$ cat src/rtl/demux_pkg.sv
// Shared types and defaults for the demux8_deser serial-to-parallel receiver.
package demux_pkg;

  localparam int unsigned DEMUX_WIDTH_DFLT = 8;

  typedef enum logic {EMPTY, FULL} out_state_e;

endpackage

$ cat src/rtl/demux8_deser_if.sv
// Serial-in / word-out bus for demux8_deser; out_parity exists only with DEMUX_PARITY_EN.
interface demux8_deser_if
  import demux_pkg::*;
#(
  parameter int unsigned WIDTH = DEMUX_WIDTH_DFLT,
  parameter int unsigned SEL_W = $clog2(WIDTH)
);

  logic             in_bit;
  logic             in_valid;
  logic             in_ready;
  logic             sel_load;
  logic [SEL_W-1:0] sel_in;
  logic [SEL_W-1:0] sel_cur;
  logic [WIDTH-1:0] out;
  logic             out_valid;
  logic             out_ready;
`ifdef DEMUX_PARITY_EN
  logic             out_parity;
`endif

  modport master (
    output in_bit, in_valid, sel_load, sel_in, out_ready,
    input  in_ready, sel_cur, out, out_valid
`ifdef DEMUX_PARITY_EN
    , input out_parity
`endif
  );

  modport slave (
    input  in_bit, in_valid, sel_load, sel_in, out_ready,
    output in_ready, sel_cur, out, out_valid
`ifdef DEMUX_PARITY_EN
    , output out_parity
`endif
  );

endinterface

$ cat src/rtl/demux_idx_counter.sv
// Write-index counter: wraps WIDTH-1 -> 0 on inc, load overrides, flags the terminal index.
module demux_idx_counter #(
  parameter int unsigned WIDTH = 8,
  parameter int unsigned SEL_W = $clog2(WIDTH)
) (
  input  logic             clk,
  input  logic             rst,
  input  logic             inc_i,
  input  logic             load_i,
  input  logic [SEL_W-1:0] load_val_i,
  output logic [SEL_W-1:0] idx_o,
  output logic             last_o
);

  logic [SEL_W-1:0] idx_q, idx_d;

  assign last_o = (idx_q == SEL_W'(WIDTH - 1));
  assign idx_o  = idx_q;

  always_comb begin
    idx_d = idx_q;
    if (load_i) begin
      idx_d = load_val_i;
    end else if (inc_i) begin
      idx_d = last_o ? '0 : idx_q + SEL_W'(1);
    end
  end

  always_ff @(posedge clk) begin
    if (rst) begin
      idx_q <= '0;
    end else begin
      idx_q <= idx_d;
    end
  end

endmodule

$ cat src/rtl/demux8_deser.sv
// Serial-to-parallel demux: steers bit k of a stream into out[k], presents words on valid/ready.
// Optional even parity output enabled by defining DEMUX_PARITY_EN.
module demux8_deser
  import demux_pkg::*;
#(
  parameter int unsigned WIDTH = DEMUX_WIDTH_DFLT
) (
  input  logic          clk,
  input  logic          rst,
  demux8_deser_if.slave demux_io
);

  localparam int unsigned SEL_W = $clog2(WIDTH);

  out_state_e       state_q, state_d;
  logic [WIDTH-1:0] asm_q, asm_d, asm_set;
  logic [WIDTH-1:0] out_q, out_d;
  logic [SEL_W-1:0] idx;
  logic             idx_last;
  logic             in_ready;
  logic             accept;
  logic             word_done;
  logic             out_valid;

  // Only the completing bit has to wait for an unconsumed previous word.
  assign in_ready  = !demux_io.sel_load && !(out_valid && !demux_io.out_ready && idx_last);
  assign accept    = demux_io.in_valid && in_ready;
  assign word_done = accept && idx_last;

  demux_idx_counter #(
    .WIDTH (WIDTH)
  ) u_idx (
    .clk        (clk),
    .rst        (rst),
    .inc_i      (accept),
    .load_i     (demux_io.sel_load),
    .load_val_i (demux_io.sel_in),
    .idx_o      (idx),
    .last_o     (idx_last)
  );

  always_comb begin
    asm_set      = asm_q;
    asm_set[idx] = demux_io.in_bit;
    asm_d        = asm_q;
    out_d        = out_q;
    if (demux_io.sel_load) begin
      asm_d = '0;
    end else if (accept) begin
      asm_d = idx_last ? '0 : asm_set;
    end
    if (word_done) begin
      out_d = asm_set;
    end
  end

  always_ff @(posedge clk) begin
    if (rst) begin
      asm_q <= '0;
      out_q <= '0;
    end else begin
      asm_q <= asm_d;
      out_q <= out_d;
    end
  end

  always_ff @(posedge clk) begin
    if (rst) begin
      state_q <= EMPTY;
    end else begin
      state_q <= state_d;
    end
  end

  always_comb begin
    state_d = state_q;
    unique case (state_q)
      EMPTY: if (word_done) state_d = FULL;
      FULL:  if (!word_done && demux_io.out_ready) state_d = EMPTY;
      default: state_d = EMPTY;
    endcase
  end

  always_comb begin
    out_valid = (state_q == FULL);
  end

`ifdef DEMUX_PARITY_EN
  logic parity_q, parity_d;

  assign parity_d = word_done ? ^asm_set : parity_q;

  always_ff @(posedge clk) begin
    if (rst) begin
      parity_q <= 1'b0;
    end else begin
      parity_q <= parity_d;
    end
  end

  assign demux_io.out_parity = parity_q;
`endif

  assign demux_io.in_ready  = in_ready;
  assign demux_io.sel_cur   = idx;
  assign demux_io.out       = out_q;
  assign demux_io.out_valid = out_valid;

endmodule

$ cat src/flat_wrapper.sv
// flat-port wrapper written by rule: the top's interface ports become plain ports
module demux8_deser_flat import demux_pkg::*;
#(
  parameter int unsigned WIDTH = DEMUX_WIDTH_DFLT
)
  (clk, rst, demux_io_in_bit, demux_io_in_valid, demux_io_sel_load, demux_io_sel_in, demux_io_out_ready, demux_io_in_ready, demux_io_sel_cur, demux_io_out, demux_io_out_valid);
  demux8_deser_if #(.WIDTH(WIDTH)) demux_io_i ();
  input  logic clk;
  input  logic rst;
  input wire logic [$bits(demux_io_i.in_bit)-1:0] demux_io_in_bit;
  input wire logic [$bits(demux_io_i.in_valid)-1:0] demux_io_in_valid;
  input wire logic [$bits(demux_io_i.sel_load)-1:0] demux_io_sel_load;
  input wire logic [$bits(demux_io_i.sel_in)-1:0] demux_io_sel_in;
  input wire logic [$bits(demux_io_i.out_ready)-1:0] demux_io_out_ready;
  output wire logic [$bits(demux_io_i.in_ready)-1:0] demux_io_in_ready;
  output wire logic [$bits(demux_io_i.sel_cur)-1:0] demux_io_sel_cur;
  output wire logic [$bits(demux_io_i.out)-1:0] demux_io_out;
  output wire logic [$bits(demux_io_i.out_valid)-1:0] demux_io_out_valid;
  assign demux_io_i.in_bit = demux_io_in_bit;
  assign demux_io_i.in_valid = demux_io_in_valid;
  assign demux_io_i.sel_load = demux_io_sel_load;
  assign demux_io_i.sel_in = demux_io_sel_in;
  assign demux_io_i.out_ready = demux_io_out_ready;
  assign demux_io_in_ready = demux_io_i.in_ready;
  assign demux_io_sel_cur = demux_io_i.sel_cur;
  assign demux_io_out = demux_io_i.out;
  assign demux_io_out_valid = demux_io_i.out_valid;
  demux8_deser #(.WIDTH(WIDTH)) u_core (.clk(clk), .rst(rst), .demux_io(demux_io_i));
endmodule
$ cat config.mk
export PLATFORM = sky130hd
export DESIGN_NAME = demux8_deser_flat
export DESIGN_NICKNAME = d
export VERILOG_FILES = /design/src/rtl/demux_pkg.sv /design/src/rtl/demux8_deser_if.sv /design/src/rtl/demux_idx_counter.sv /design/src/rtl/demux8_deser.sv /design/src/flat_wrapper.sv
export SDC_FILE = /design/constraint.sdc
export NUM_CORES = 1
export LEC_CHECK = 0
export BUFFER_PORTS_ARGS = -buffer_cell sky130_fd_sc_hd__buf_2
export CAP_MARGIN = 20
export CORE_MARGIN = 2
export CORE_UTILIZATION = 58
export CTS_CLUSTER_SIZE = 10
export DETAILED_ROUTE_END_ITERATION = 16
export PLACE_DENSITY = 0.85
export SYNTH_ARGS = -nofsm -noshare
export SYNTH_HDL_FRONTEND = slang
export SYNTH_SLANG_ARGS = --single-unit
$ cat constraint.sdc
create_clock -name clk -period 2.55 [get_ports clk]
set_input_delay 0.6375 -clock clk [delete_from_list [all_inputs] [get_ports clk]]
set_output_delay 0.6375 -clock clk [all_outputs]
set_load 0.02 [all_outputs]
# Word-level counts from Yosys, hierarchy flattened
# Cells that the tools add are included.
# op_classes
magnitude_cmp	2
n_eq_ne	1
n_mux	10
n_addsub	1
n_reduce_logical	13
bitwise	1
# op_table
operator	count
3-bit two-way mux	3
8-bit bitwise mux	1
8-bit two-way mux	1
1-bit logical AND	7
1-bit logical NOT	4
3-bit by 4-bit < comparator with 1-bit output, second input constant	1
3-bit by 1-bit adder with 3-bit output, second input constant	1
1-bit demux with 3-bit select	1
3-bit equality test, second input constant	1
3-bit by 1-bit greater-or-equal comparator with 1-bit output, second input constant	1
1-bit two-way mux	3
1-bit case mux with 2 select lines	1
2-bit nonzero test	1
2-bit OR reduction	1
1-bit inverter	1
# totals
register_bits	20
word_cells	32

# Longest topological paths before layout
# logic_depth
ltp_word	11
mapped_depth	7

# Cells and area by module
# From an unflattened synthesis, not the netlist that was laid out.
# hier_totals
cells_unflattened	91
area_unflattened_um2	979.7
# by_module_without_submodules
mod	area_per_inst_um2	cells_each	seq_area_each_um2	n_inst
demux8_deser	807.0	75	340.3	1
demux_idx_counter	172.7	16	60.1	1

# Worst setup path after synthesis
# No wires, ideal clock.
# synth_path
path_kind	register -> output
startpoint	register u_core.u_idx.idx_q[0] (netlist: u_core.u_idx.idx_o[0])
endpoint	output demux_io_in_ready
t_arrival_ns	1.461
path_stages_with_launch	6
setup_slack_ns	0.451
path_cell_list	dfxtp_1 ha_1 ha_1 and3b_1 buf_2 nor2_1
# synth_between
elab_chain_len	4
# synth_rtl
element	line_no	rtl
from (decl)	demux_idx_counter.sv:15	logic [SEL_W-1:0] idx_q, idx_d;
from (signal assigned)	demux_idx_counter.sv:33	idx_q <= idx_d;
3-bit equality test	demux_idx_counter.sv:17	assign last_o = (idx_q == SEL_W'(WIDTH - 1));
1-bit logical AND	demux8_deser.sv:26	assign in_ready = !demux_io.sel_load && !(out_valid && !demux_io.out_ready && idx_last);
1-bit logical NOT	demux8_deser.sv:26	
1-bit logical AND	demux8_deser.sv:26	
to (decl)	flat_wrapper.sv:15	output wire logic [$bits(demux_io_i.in_ready)-1:0] demux_io_in_ready;
# Every way passes these cells.

# Worst setup path after layout
# layout_path
startpoint	register u_core.u_idx.idx_q[1] (netlist: u_core.u_idx.idx_o[1])
endpoint	output demux_io_in_ready
# Same word-level chain as after synthesis.

==> flow_summary.toml <==
[pwr]
p_clk_share_pct = 31.4
power.density_nw_per_um2 = 456
seq_power_share_pct = 54.4
total_power_uw = 588
p_leak_nw = 0.529
cellInternalPower_uw = 437
max-vdd-ir-drop_mv = 0.383
power.combinational.fraction_pct = 14.2
p_sw_share_pct = 25.7
net-switching-power_uw = 151

[sta]
grt_setup_unrepaired = "false"
period_minus_slack_ps = 2290
tightestPinTransition_ps = 413
maxClockFrequency_mhz = 436
setup_viol = 0
timing.slew.headroom_pct = 72.5
layout_worst_path_cycle_share_pct = 89.9
totalNegativeSetupSlack_ps = 0
report.final.slew_viol_count = 0
fin_worst_skew_ps = 1.29
hold_violations = 0

[synthesis]
xor_xnor_share_of_the_synthesized_area_pct = 0
synth_adder_area_share_pct = 2.14
synth_simple_gate_area_share_pct = 19.7
synth-edff-count = 0
post_synth_mux_area_share_pct = 9.41
seq_area_frac_synth_pct = 34.2
ys_top_cells_by_area = "sky130_fd_sc_hd__dfxtp_1, sky130_fd_sc_hd__mux2i_1, sky130_fd_sc_hd__a211oi_2, sky130_fd_sc_hd__a21oi_1, sky130_fd_sc_hd__buf_6"
syn-cell-area_um2 = 1170
synth_compound_area_share_pct = 25.7
synth_cell_types = 31
synth_top_cell_area_share_pct = 34.2
syn_avg_cell_area_um2 = 9.43
yosys_warnings = 0
synthArstFlopShare_pct = 0
post-synth-top-area-cell = "sky130_fd_sc_hd__dfxtp_1"
cells_after_synthesis = 124
dominantRegCellSynth = "sky130_fd_sc_hd__dfxtp_1"
ys_seq_elements = 20
synth_fp_nets = 135
synth_top_family_by_area = "compound AO/OA/AOI/OAI gates"

[global_route]
grt_remaining_overflow = 0
grt_usage_pct = 22.2
grt_pass1_wl_um = 4220
grt_antenna_before_repair = 0
via_count_of_the_first_global_routing_pass = 931
grt_start_max_net_pins = 14

[cells_and_area]
n_fill_cell = 152
syn_to_final_growth_pct = 10.3
diode_insertion_count_for_antenna_repair = 0
final_net_count = 153
drive_above_1_share_pct = 30.5

[floorplan]
horizontal_die_dimension_um = 48.9
core_area_um2 = 1920
initial_core_util_pct = 60.9
num_rows = 16
ioPinCount = 22
die_h_um = 48.9
dieArea_um2 = 2390

[route]
detailroute.via_count = 1024
detail_route.wl_per_cell_um = 14.5
avgViaCountPerCell = 6.10
antenna_left = 0
drcViolationCount = 0
dr.pass1.iters = 4
drt-initial-drc-count = 30
wl_um = 2440

[placement]
place_congestion = 0.751
io_buffer_count = 21
detailed_place_hpwl_um = 1790

[clocking]
cts_hold_repair_buffers = 0
tritoncts.num_buffers = 3
ctsLongestPathBuffers = 2
root_buffer = "sky130_fd_sc_hd__clkbuf_4"
cts.sink_count = 20
cts-resized-gates = 0
cts_tree = "done"
clk-insertion-delay-late_ps = 300
cts_htree_levels = 1
cts.reportedPaths.clkPinSlew_ps = 110
cts_post_setup_buffers_inserted = 0

[run]
maxCapViolations = 0

[setup_path]
critPathCaptureType = "output pin"
critical_path.slowest_cell = "sky130_fd_sc_hd__ha_1"
critical_path_required_ps = 1910
cp_common_cell = "sky130_fd_sc_hd__ha_1"
cp_cell_sequence = "ha_1, ha_1, and3b_1, nor2_1, buf_2"
worst-setup-path-type = "reg -> out"
crit_path_max_incr_delay_ps = 400
worstPathArrival_ps = 1660
critPathLaunchType = "flip-flop"
crit_fanout = 13

[status]
run_status = "finished clean"

[worst_hold_path]
timing.hold.worst.class = "reg -> reg"
==> final timing paths <==
| check | start | end | slack (ps) | depth (start not counted) |
|---|---|---|---|---|
| max | u_core.u_idx.idx_o[1] | demux_io_in_ready | 260 | 5 |
| min | u_core.asm_q[7] | u_core.asm_q[7] | 490 | 2 |
| max reg2reg | u_core.u_idx.idx_o[1] | u_core.demux_io.out[2] | 720 | 5 |
| min reg2reg | u_core.asm_q[7] | u_core.asm_q[7] | 490 | 2 |
==> kinds of logic after synthesis <==
logic type / after synthesis
compound gates: 43
fa+ha+maj: 2
buf+inv: 16
flops: 20
simple gates: 32
mux: 11
==> worst max-delay path: cells and delay by family, from the launching register on <==
| kind | cells | cell delay [ps] |
|---|---|---|
| flops | 1 | 360 |
| buf+inv | 1 | 160 |
| simple gates | 2 | 280 |
| fa+ha+maj | 2 | 550 |
==> sequential cells by signal (all words and copies together), names as in the netlist <==
register / flops
u_core.u_idx.idx_o: 3
u_core.demux_io.out: 8
u_core.demux_io.out_valid: 1
u_core.asm_q: 8
==> cell usage after synthesis (3+ instances only) <==
library cell / instances
sky130_fd_sc_hd__dfxtp_1: 20
sky130_fd_sc_hd__a21oi_1: 16
sky130_fd_sc_hd__mux2i_1: 11
sky130_fd_sc_hd__a211oi_2: 8
sky130_fd_sc_hd__o21ai_0: 8
sky130_fd_sc_hd__a31oi_1: 5
sky130_fd_sc_hd__nand2_1: 5
sky130_fd_sc_hd__buf_6: 4
sky130_fd_sc_hd__nand3b_1: 4
sky130_fd_sc_hd__nor2b_1: 4
sky130_fd_sc_hd__or3b_1: 4
sky130_fd_sc_hd__buf_4: 3
sky130_fd_sc_hd__inv_1: 3
sky130_fd_sc_hd__nor3b_2: 3
==> through the flow <==
stage / hold WS [ps] / util [%] / setup WS (ps) / area (um2) / cells
2_1_floorplan: 448 / - / 451 / 1170 / 124
3_3_place_gp: 455 / 65.2 / 624 / 1250 / 164
3_5_place_dp: 469 / 65.2 / 596 / 1250 / 164
4_1_cts: 488 / 67.1 / 240 / 1290 / 168
5_1_grt: 514 / 67.1 / 136 / 1290 / 168
6_report: 486 / 67.1 / 257 / 1290 / 168
==> cells in the final DEF, fill, tap and decap left out, types with 4 or more instances in the layout <==
| cell type | count |
|---|---|
| sky130_fd_sc_hd__nor2b_1 | 4 |
| sky130_fd_sc_hd__nand2_1 | 5 |
| sky130_fd_sc_hd__a31oi_1 | 5 |
| sky130_fd_sc_hd__mux2i_1 | 11 |
| sky130_fd_sc_hd__o21ai_0 | 8 |
| sky130_fd_sc_hd__buf_2 | 21 |
| sky130_fd_sc_hd__a211oi_2 | 8 |
| sky130_fd_sc_hd__a21oi_1 | 16 |
| sky130_fd_sc_hd__nand3b_1 | 4 |
| sky130_fd_sc_hd__dfxtp_1 | 20 |
| sky130_fd_sc_hd__or3b_1 | 4 |
| sky130_fd_sc_hd__buf_4 | 5 |
==> layer usage <==
metal,routed length (um),track usage [%],part of all wire (%),vias to the layer above
li1,-,-,-,494
met1,1040,28.0,43,484
met2,1220,38.6,50,39
met3,126,2.45,5.2,7
met4,55,9.05,2.3,0
met5,0,0,0,-
==> power by group through the flow <==
| stage | combinational [mW] | sequential, mW | clock [mW] |
|---|---|---|---|
| 2_1_floorplan | 0.0572 | 0.333 | 0 |
| 3_3_place_gp | 0.0805 | 0.326 | 0 |
| 3_5_place_dp | 0.0824 | 0.327 | 0 |
| 4_1_cts | 0.0827 | 0.320 | 0.187 |
| 5_1_grt | 0.0912 | 0.320 | 0.198 |
| 6_report | 0.0832 | 0.320 | 0.185 |
==> layout make-up <==
type | instances | area (um2) | area share [%]
inverter | 3 | 11.3 | 0.873
clock buffer | 4 | 36.3 | 2.81
sequential | 20 | 400 | 31.0
timing repair buffer | 26 | 143 | 11.1
tap | 27 | 33.8 | 2.62
multi-input combinational | 88 | 666 | 51.6
Note: power is estimated with default switching activity, not from simulation.
